### config.mk
export PLATFORM = sky130hd
export DESIGN_NAME = wb_modport
export DESIGN_NICKNAME = d
export VERILOG_FILES = /design/src/rtl/wb_modport_pkg.sv /design/src/rtl/wb_modport_fifo.sv /design/src/rtl/wb_modport.sv
export SDC_FILE = /design/constraint.sdc
export NUM_CORES = 1
export LEC_CHECK = 0
export ABC_CLOCK_PERIOD_IN_PS = 2200
export CORE_AREA = 2 2 74 76
export CTS_BUF_LIST = sky130_fd_sc_hd__clkbuf_2 sky130_fd_sc_hd__clkbuf_4 sky130_fd_sc_hd__clkbuf_8
export CTS_CLUSTER_DIAMETER = 60
export DETAILED_ROUTE_END_ITERATION = 10
export DIE_AREA = 0 0 76 78
export GPL_TIMING_DRIVEN = 0
export SLEW_MARGIN = 20
export SYNTH_ARGS = -nofsm -noshare
export SYNTH_HDL_FRONTEND = slang
export SYNTH_SLANG_ARGS = --single-unit
### constraint.sdc
create_clock -name clk_i -period 2.2 [get_ports clk_i]
set_input_delay 0.44 -clock clk_i [delete_from_list [all_inputs] [get_ports clk_i]]
set_output_delay 0.44 -clock clk_i [all_outputs]
set_load 0.01 [all_outputs]
### src/rtl/wb_modport_pkg.sv
// Shared types for the wb_modport Wishbone classic device endpoint.
// FSM states, response codes and the occupancy-width helper.
package wb_modport_pkg;

   typedef enum logic [1:0] {
      S_IDLE,
      S_WAIT,
      S_RESP
   } state_t;

   typedef enum logic [1:0] {
      R_NONE,
      R_ACK,
      R_RTY,
      R_ERR
   } resp_t;

   // Occupancy counter must hold the value DEPTH itself, hence the extra bit.
   function automatic int level_width(input int depth);
      return $clog2(depth) + 1;
   endfunction

endpackage

### src/rtl/wb_modport_fifo.sv
// Synchronous FIFO behind the wb_modport endpoint; asynchronous active-low reset
// clears pointers and level, storage is left untouched.
module wb_modport_fifo
   import wb_modport_pkg::*;
#(
   parameter int DAT_WIDTH = 8,
   parameter int DEPTH     = 4
) (
   input  logic                          clk_i,
   input  logic                          rst_i,
   input  logic                          push,
   input  logic                          pop,
   input  logic [DAT_WIDTH-1:0]          din,
   output logic [DAT_WIDTH-1:0]          head,
   output logic [level_width(DEPTH)-1:0] level,
   output logic                          full,
   output logic                          empty
);

   localparam int PTR_W = $clog2(DEPTH);
   localparam int LVL_W = level_width(DEPTH);

   logic [DAT_WIDTH-1:0] mem [DEPTH];
   logic [PTR_W-1:0]     wr_ptr;
   logic [PTR_W-1:0]     rd_ptr;
   logic                 do_push;
   logic                 do_pop;

   assign full    = (level == LVL_W'(DEPTH));
   assign empty   = (level == '0);
   assign do_push = push && !full;
   assign do_pop  = pop && !empty;
   assign head    = mem[rd_ptr];

   // DEPTH is a power of two, so pointers wrap by plain overflow.
   always_ff @(posedge clk_i or negedge rst_i) begin
      if (!rst_i) begin
         wr_ptr <= '0;
         rd_ptr <= '0;
         level  <= '0;
      end else begin
         if (do_push) wr_ptr <= wr_ptr + 1'b1;
         if (do_pop)  rd_ptr <= rd_ptr + 1'b1;
         case ({do_push, do_pop})
            2'b10:   level <= level + 1'b1;
            2'b01:   level <= level - 1'b1;
            default: ;
         endcase
      end
   end

   always_ff @(posedge clk_i) begin
      if (do_push) mem[wr_ptr] <= din;
   end

endmodule

### src/rtl/wb_modport.sv
// Wishbone B4 classic device endpoint: writes push dat_i, reads pop the FIFO head.
// Define WB_MODPORT_ASYNC_ACK_EN for same-cycle combinational responses.
module wb_modport
   import wb_modport_pkg::*;
#(
   parameter int DAT_WIDTH   = 8,
   parameter int DEPTH       = 4,
   parameter int WAIT_STATES = 0
) (
   input  logic                          clk_i,
   input  logic                          rst_i,
   input  logic                          cyc_i,
   input  logic                          stb_i,
   input  logic                          we_i,
   input  logic [DAT_WIDTH-1:0]          dat_i,
   output logic [DAT_WIDTH-1:0]          dat_o,
   output logic                          ack_o,
   output logic                          rty_o,
   output logic                          err_o,
   output logic [level_width(DEPTH)-1:0] level_o,
   output logic                          full_o,
   output logic                          empty_o
);

   resp_t                resp;
   logic                 req;
   logic                 push;
   logic                 pop;
   logic                 rd_sel;
   logic [DAT_WIDTH-1:0] wr_data;
   logic [DAT_WIDTH-1:0] head;

   assign req = cyc_i && stb_i;

   wb_modport_fifo #(
      .DAT_WIDTH (DAT_WIDTH),
      .DEPTH     (DEPTH)
   ) u_fifo (
      .clk_i (clk_i),
      .rst_i (rst_i),
      .push  (push),
      .pop   (pop),
      .din   (wr_data),
      .head  (head),
      .level (level_o),
      .full  (full_o),
      .empty (empty_o)
   );

`ifdef WB_MODPORT_ASYNC_ACK_EN
   always_comb begin
      resp = R_NONE;
      if (req) resp = (we_i ? full_o : empty_o) ? R_RTY : R_ACK;
   end

   assign wr_data = dat_i;
   assign rd_sel  = !we_i;
   assign push    = (resp == R_ACK) && we_i;
   assign pop     = (resp == R_ACK) && !we_i;
`else
   localparam int CNT_W = (WAIT_STATES > 1) ? $clog2(WAIT_STATES) : 1;

   state_t               state;
   state_t               state_nx;
   logic [CNT_W-1:0]     cnt;
   logic [CNT_W-1:0]     cnt_nx;
   logic                 we_q;
   logic                 we_nx;
   logic                 err_q;
   logic                 err_nx;
   logic [DAT_WIDTH-1:0] dat_q;
   logic [DAT_WIDTH-1:0] dat_nx;
   logic                 changed;

   // The controller must hold the request unchanged until it is answered.
   assign changed = !stb_i || (we_i != we_q) || (dat_i != dat_q);

   always_ff @(posedge clk_i or negedge rst_i) begin
      if (!rst_i) begin
         state <= S_IDLE;
         cnt   <= '0;
         we_q  <= 1'b0;
         err_q <= 1'b0;
      end else begin
         state <= state_nx;
         cnt   <= cnt_nx;
         we_q  <= we_nx;
         err_q <= err_nx;
      end
   end

   always_ff @(posedge clk_i) begin
      dat_q <= dat_nx;
   end

   always_comb begin
      state_nx = state;
      cnt_nx   = cnt;
      we_nx    = we_q;
      err_nx   = err_q;
      dat_nx   = dat_q;
      resp     = R_NONE;
      case (state)
         S_IDLE: begin
            if (req) begin
               we_nx    = we_i;
               dat_nx   = dat_i;
               err_nx   = 1'b0;
               cnt_nx   = CNT_W'((WAIT_STATES > 0) ? WAIT_STATES - 1 : 0);
               state_nx = (WAIT_STATES > 0) ? S_WAIT : S_RESP;
            end
         end
         S_WAIT: begin
            if (!cyc_i) begin
               state_nx = S_IDLE;
            end else if (changed) begin
               err_nx   = 1'b1;
               state_nx = S_RESP;
            end else if (cnt == '0) begin
               state_nx = S_RESP;
            end else begin
               cnt_nx = cnt - 1'b1;
            end
         end
         S_RESP: begin
            state_nx = S_IDLE;
            if (err_q)                          resp = R_ERR;
            else if (we_q ? full_o : empty_o)   resp = R_RTY;
            else                                resp = R_ACK;
         end
         default: state_nx = S_IDLE;
      endcase
   end

   assign wr_data = dat_q;
   assign rd_sel  = !we_q;
   assign push    = (resp == R_ACK) && we_q;
   assign pop     = (resp == R_ACK) && !we_q;
`endif

   assign ack_o = (resp == R_ACK);
   assign rty_o = (resp == R_RTY);
   assign err_o = (resp == R_ERR);
   assign dat_o = (ack_o && rd_sel) ? head : '0;

endmodule

==> results_dict.tcl, run 1 <==
set metrics [dict create \
    final_cell_mix "40 x edfxtp_1, 17 x clkdlybuf4s50_1, 12 x buf_4, 8 x mux4_2, 7 x inv_1" \
    fin_area_sq_um 2600 \
    synth.yosys.seq_area_share 0.711 \
    fin_util 0.516 \
    cts_buffer_depth 2 \
    core_area_sq_um 5040 \
    antenna_found_initial 0 \
    drt_pass1_iterations 3 \
    cpMaxStageDelayCell "dfrtp_2" \
    synth.distinct_cells 27 \
    yosysTopAreaCell "edfxtp_1" \
    die_area_sq_um 5930 \
    synthesis.nets 129 \
    synthMuxAreaShare 0.106 \
    grt_max_degree 15 \
    ys_async_sr_fraction 0.184 \
    ys_warn_count 0 \
    vias 1020 \
    rsz0062_at_grt "true" \
    ys_ff_latch 49 \
    max-cap-violations 0 \
    insertion_delay_ns 0.30 \
    start_kind "flop" \
    hpwl_mm 2.16 \
    synthXorXnorAreaFrac 0.0343 \
    critPathArrivalTime_ns 1.78 \
    grt_usage 0.124 \
    nNetsFinal 176 \
    path_delay_family "buffers and inverters" \
    violations "setup timing" \
    synthSimpleGateAreaFrac 0.0711 \
    vdd_drop_max_uv 437 \
    core.rowCount 26 \
    synth_compound_gate_area_share 0.00810 \
    setup_violations 1 \
    setup_tns_ns -0.0180 \
    synth_ff_type "edfxtp_1" \
    routedWlPerCell_um 15.0 \
    nFillCells 433 \
    synth_top_cells_by_area "edfxtp_1 60%, dfrtp_1 11%, mux4_2 9.0%, ha_1 3.1%, nor2b_1 2.2%" \
    synth_top_area_frac 0.599 \
    synthAdderAreaFrac 0.0411 \
    cts_tree "built" \
    drt_iter0_markers 80 \
    layout_commonest_cell "edfxtp_1" \
    cp.required_ns 1.76 \
    die_y_um 78 \
    start_util 0.398 \
    antenna_left 0 \
    period_share 1.01 \
    routed_wirelength_mm 3.41 \
    via_per_inst 4.47 \
    fin_cells 228 \
    port_buffers 27 \
    p_leak_nw 0.992 \
    cp_num_buf_inv 4 \
    tightest_slew_ns 0.856 \
    antenna_cells 0 \
    path_cells "buf_6, buf_16, buf_4, mux4_2, nor2b_4, buf_6" \
    synth_top_family_by_area "multiplexers" \
    run_status "finished with violations" \
    crit_fanout 4 \
    cts_made_buffers 5 \
    clock_sinks 49 \
    drc_errors 0 \
    avgSynthCellArea_sq_um 18.2 \
    drive_gt1_frac 0.335 \
    power_density_nw_per_um2 1020 \
    ios 29 \
    path_clk_slew_ns 0.08 \
    cts.htree.levels 2 \
    hold_viol_final 0 \
    overflow 0 \
    worstSetupEndpointType "output pin" \
    place_area_sq_um 2360 \
    cts_root_buf "clkbuf_8" \
    synth_area_sq_um 2010 \
    synth_cells 110 \
    cp_common_cell "buf_6" \
    die_x_um 76 \
    fmax_mhz 451 \
    hold_class "input port to async pin" \
    grt_pass1_wl_mm 5.42 \
    dp.cells 207 \
    slew_viol_final 0 \
    grt_pass1_vias 1050 \
    slew_headroom 0.427 \
    setup_slack_ns -0.0180 \
    synth_edf_count 40 \
    total_power_mw 2.66 \
    min_period_ns 2.22 \
    cpPeakStageDelay_ns 0.43 \
    gp_congestion 0.679 \
    crit_type "flop to output pin" \
    skew_ns 0.00646 \
    area_delta_synth_final_pct 29.6 \
]
==> worst reg2reg max path, delay by kind of cell, from the launching register on <==
family                     cells  cell delay [ns]
buffers and inverters          3             0.25
DFF                            1             0.40
xor gates and xnor gates       2             0.30
and+or+nand+nor                3             0.61
adders and majority gates      2             0.50
==> metal layers <==
metal | up-vias | routed length, um | GRT usage
met2 | 19 | 1820 | 0.217
met1 | 506 | 1410 | 0.142
met4 | 0 | 59 | 0.0491
li1 | 490 | - | -
met5 | - | 0 | 0
met3 | 5 | 130 | 0.0407
==> final timing paths <==
check | start | end | slack (ns) | depth (start not counted)
setup / recovery | u_fifo.rd_ptr[0]$_DFFE_PN0P_ | dat_o[1] | -0.02 | 6
hold / removal | rst_i | state[1]$_DFFE_PN0P_ | 0.44 | 1
setup reg to reg | u_fifo.level[1]$_DFFE_PN0P_ | u_fifo.level[2]$_DFFE_PN0P_ | 0.05 | 10
hold reg to reg | dat_q[2]$_DFFE_PP_ | u_fifo.mem[2][2]$_DFFE_PP_ | 0.50 | 0
max in group asynchronous | rst_i | u_fifo.level[0]$_DFFE_PN0P_ | 1.43 | 1
min in group clk_i | dat_q[2]$_DFFE_PP_ | u_fifo.mem[2][2]$_DFFE_PP_ | 0.50 | 0
==> power by group <==
| group | internal (mW) | switching (mW) |
|---|---|---|
| logic | 0.583 | 0.354 |
| clock network | 0.233 | 0.271 |
| registers | 1.12 | 0.106 |
==> sequential cells by signal (all words and copies together) (netlist names) <==
register,count
u_fifo.mem,32
dat_q,8
u_fifo.level,3
u_fifo.rd_ptr,2
u_fifo.wr_ptr,2
state,1
we_q,1
==> cell type report <==
type	instances	area [sq um]	area share
Tap cell	70	87.6	0.0337
Inverter	7	26.3	0.0101
Timing Repair Buffer	41	385	0.148
Multi-Input combinational cell	50	549	0.211
Clock buffer	6	76.3	0.0294
Sequential cell	49	1430	0.551
Buffer	3	33.8	0.0130
Clock inverter	2	10.0	0.00385
==> synth_stat cells, types with 2 or more instances <==
library cell and instances:
nor2_1 4, xor2_1 2, mux4_2 8, xnor2_1 4
edfxtp_1 40, and2_1 5, nor2b_1 7, ha_1 5
mux2_2 2, dfrtp_1 9, inv_1 7, nand2_1 2
==> stage by stage <==
| stage | hold slack (ns) | setup slack (ns) |
|---|---|---|
| after floorplan | 0.144 | 0.0118 |
| after global placement | 0.465 | -0.0569 |
| after detailed placement | 0.487 | -0.0723 |
| after CTS | 0.454 | -0.0575 |
| after global routing | 0.464 | -0.0646 |
| final | 0.443 | -0.0180 |
==> repair_timing <==
action | in CTS | in global routing
gates cloned | 1 | 1
hold buffers | 0 | 0
hold endpoints to repair | 0 | 0
resized for setup | 24 | 19
buffers inserted | 8 | 4
endpoints found under the setup margin | 9 | 11
pin swaps | 0 | 2
==> logic make-up (layout without fill, tap and decap cells) <==
kind of cell	Yosys count	count (layout)
DFF	49	49
xor gates and xnor gates	7	7
muxes	11	11
other	1	1
buffers and inverters	11	59
AOI/OAI and AO/OA	2	2
adders and majority gates	6	6
and+or+nand+nor	23	23
Note: power is estimated with default switching activity, not from simulation.
==> inputs of run 2 (changes only) <==
--- a/config.mk
+++ b/config.mk
@@ -6,13 +6,13 @@
 export NUM_CORES = 1
 export LEC_CHECK = 0
 export ABC_CLOCK_PERIOD_IN_PS = 2200
-export CORE_AREA = 2 2 74 76
+export CORE_AREA = 2 2 70 72
 export CTS_BUF_LIST = sky130_fd_sc_hd__clkbuf_2 sky130_fd_sc_hd__clkbuf_4 sky130_fd_sc_hd__clkbuf_8
 export CTS_CLUSTER_DIAMETER = 60
 export DETAILED_ROUTE_END_ITERATION = 10
-export DIE_AREA = 0 0 76 78
+export DIE_AREA = 0 0 72 74
 export GPL_TIMING_DRIVEN = 0
-export SLEW_MARGIN = 20
+export PLACE_DENSITY = 0.69
 export SYNTH_ARGS = -nofsm -noshare
 export SYNTH_HDL_FRONTEND = slang
 export SYNTH_SLANG_ARGS = --single-unit
==> results_dict.tcl, run 2 (same netlist as run 1, synthesis figures left out) <==
set metrics [dict create \
    routed_wirelength_mm 3.34 \
    cts_tree "built" \
    drc_errors 0 \
    layout_commonest_cell "edfxtp_1" \
    wl_met3_um 114 \
    cts_buffer_depth 2 \
    core_area_sq_um 4600 \
    antenna_cells 0 \
    fmax_mhz 455 \
    start_kind "flop" \
    cts_made_buffers 5 \
    crit_type "flop to output pin" \
    slew_viol_final 0 \
    top_layer "met4" \
    max-cap-violations 0 \
    hpwl_mm 2.12 \
    critPathArrivalTime_ns 1.76 \
    cts.htree.levels 2 \
    clock_sinks 49 \
    hold_viol_final 0 \
    setup_violations 0 \
    die_y_um 74 \
    start_util 0.436 \
    fin_area_sq_um 2530 \
    cp.required_ns 1.76 \
    drive_gt1_frac 0.310 \
    vias 1035 \
    grt_max_degree 16 \
    reg_top3 "u_fifo.mem: 32 flops, dat_q: 8 flops, u_fifo.level: 3 flops" \
    port_buffers 27 \
    hold_class "input port to async pin" \
    grt_pass1_wl_mm 5.29 \
    antenna_left 0 \
    overflow 0 \
    period_share 1.00 \
    setup_tns_ns 0 \
    cts_root_buf "clkbuf_8" \
    rsz0062_at_grt "true" \
    grt_usage 0.139 \
    largest_reg_flops 32 \
    die_area_sq_um 5330 \
    insertion_delay_ns 0.30 \
    path_clk_slew_ns 0.09 \
    slew_headroom 0.388 \
    place_area_sq_um 2340 \
    die_x_um 72 \
    vdd_drop_max_uv 640 \
    grt_pass1_vias 1097 \
    core.rowCount 25 \
    regMostFlops "u_fifo.mem" \
    worstSetupEndpointType "output pin" \
    power_density_nw_per_um2 1060 \
    area_delta_synth_final_pct 26.3 \
    skew_ns 0.00560 \
    ios 29 \
    p_leak_nw 0.973 \
    min_period_ns 2.20 \
    via_per_inst 4.95 \
    nNetsFinal 173 \
    nFillCells 386 \
    gp_congestion 0.671 \
    routedWlPerCell_um 16.0 \
    crit_fanout 6 \
    final_cell_mix "40 x edfxtp_1, 17 x clkdlybuf4s50_1, 11 x buf_4, 8 x mux4_2" \
    drt_iter0_markers 47 \
    tightest_slew_ns 0.915 \
    run_status "completed" \
    wl_met1_mm 1.41 \
    drt_pass1_iterations 4 \
    met2_wirelength_mm 1.74 \
    antenna_found_initial 0 \
]
==> run 2: final cells by class <==
| class | instances | area (sq um) | share of cell area |
|---|---|---|---|
| plain buffers | 3 | 38.8 | 0.0153 |
| flip-flops and latches | 49 | 1430 | 0.564 |
| well taps | 54 | 67.6 | 0.0267 |
| inverters | 7 | 26.3 | 0.0104 |
| repair buffers | 38 | 325 | 0.128 |
| clock inverters | 3 | 41.3 | 0.0163 |
| multi-input cells | 50 | 537 | 0.212 |
| clock buffers | 5 | 68.8 | 0.0271 |
==> run 2: what timing repair did <==
| item | 4_1_cts | 5_1_grt |
|---|---|---|
| hold endpoints to repair | 0 | 0 |
| endpoints found under the setup margin | 9 | 6 |
| hold buffers | 0 | 0 |
| gates resized for setup | 31 | 11 |
| pin swaps | 0 | 2 |
| setup buffers | 8 | 3 |
==> run 2: path summary, 6_finish.rpt <==
kind,startpoint,endpoint,slack [ns],cells past startpoint
min in group clk_i,dat_q[5]$_DFFE_PP_,u_fifo.mem[0][5]$_DFFE_PP_,0.51,0
hold / removal,rst_i,u_fifo.level[1]$_DFFE_PN0P_,0.43,1
hold reg to reg,dat_q[5]$_DFFE_PP_,u_fifo.mem[0][5]$_DFFE_PP_,0.51,0
max in group asynchronous,rst_i,u_fifo.rd_ptr[1]$_DFFE_PN0P_,1.45,1
setup / recovery,u_fifo.level[1]$_DFFE_PN0P_,dat_o[3],0.0008,7
setup reg to reg,u_fifo.level[1]$_DFFE_PN0P_,u_fifo.level[2]$_DFFE_PN0P_,0.02,10
==> run 2: per-layer routing <==
metal  vias to the layer above  global-route usage
li1                        485                   -
met3                         7              0.0325
met5                         -                   0
met1                       523               0.168
met2                        20               0.241
met4                         0              0.0629
==> run 2: report_power, final <==
group          internal, mW  switching (mW)  total, mW  leakage, nW
sequential             1.11          0.0994       1.21        0.468
combinational         0.520           0.337      0.857        0.453
clock                 0.335           0.292      0.627       0.0518
total                  1.97           0.729       2.70        0.973
==> run 2: critical path, cell delays in order (launching register included) <==
cell and delay (ns):
dfrtp_1 0.39, nor3_2 0.06, or3b_1 0.37, buf_6 0.15, buf_4 0.15, buf_4 0.13
nor2b_2 0.09, buf_2 0.12
==> run 2: through the flow <==
stage	std cells	worst slack [ns]	util	total power [mW]	hold WS [ns]
final	209	0.000800	0.551	2.70	0.432
after global routing	209	-0.123	0.551	2.84	0.472
after CTS	206	-0.0401	0.547	2.71	0.446
after detailed placement	191	-0.0979	0.510	1.94	0.489
after global placement	191	-0.0486	0.510	1.91	0.467
after floorplan	110	0.0118	-	1.69	0.144
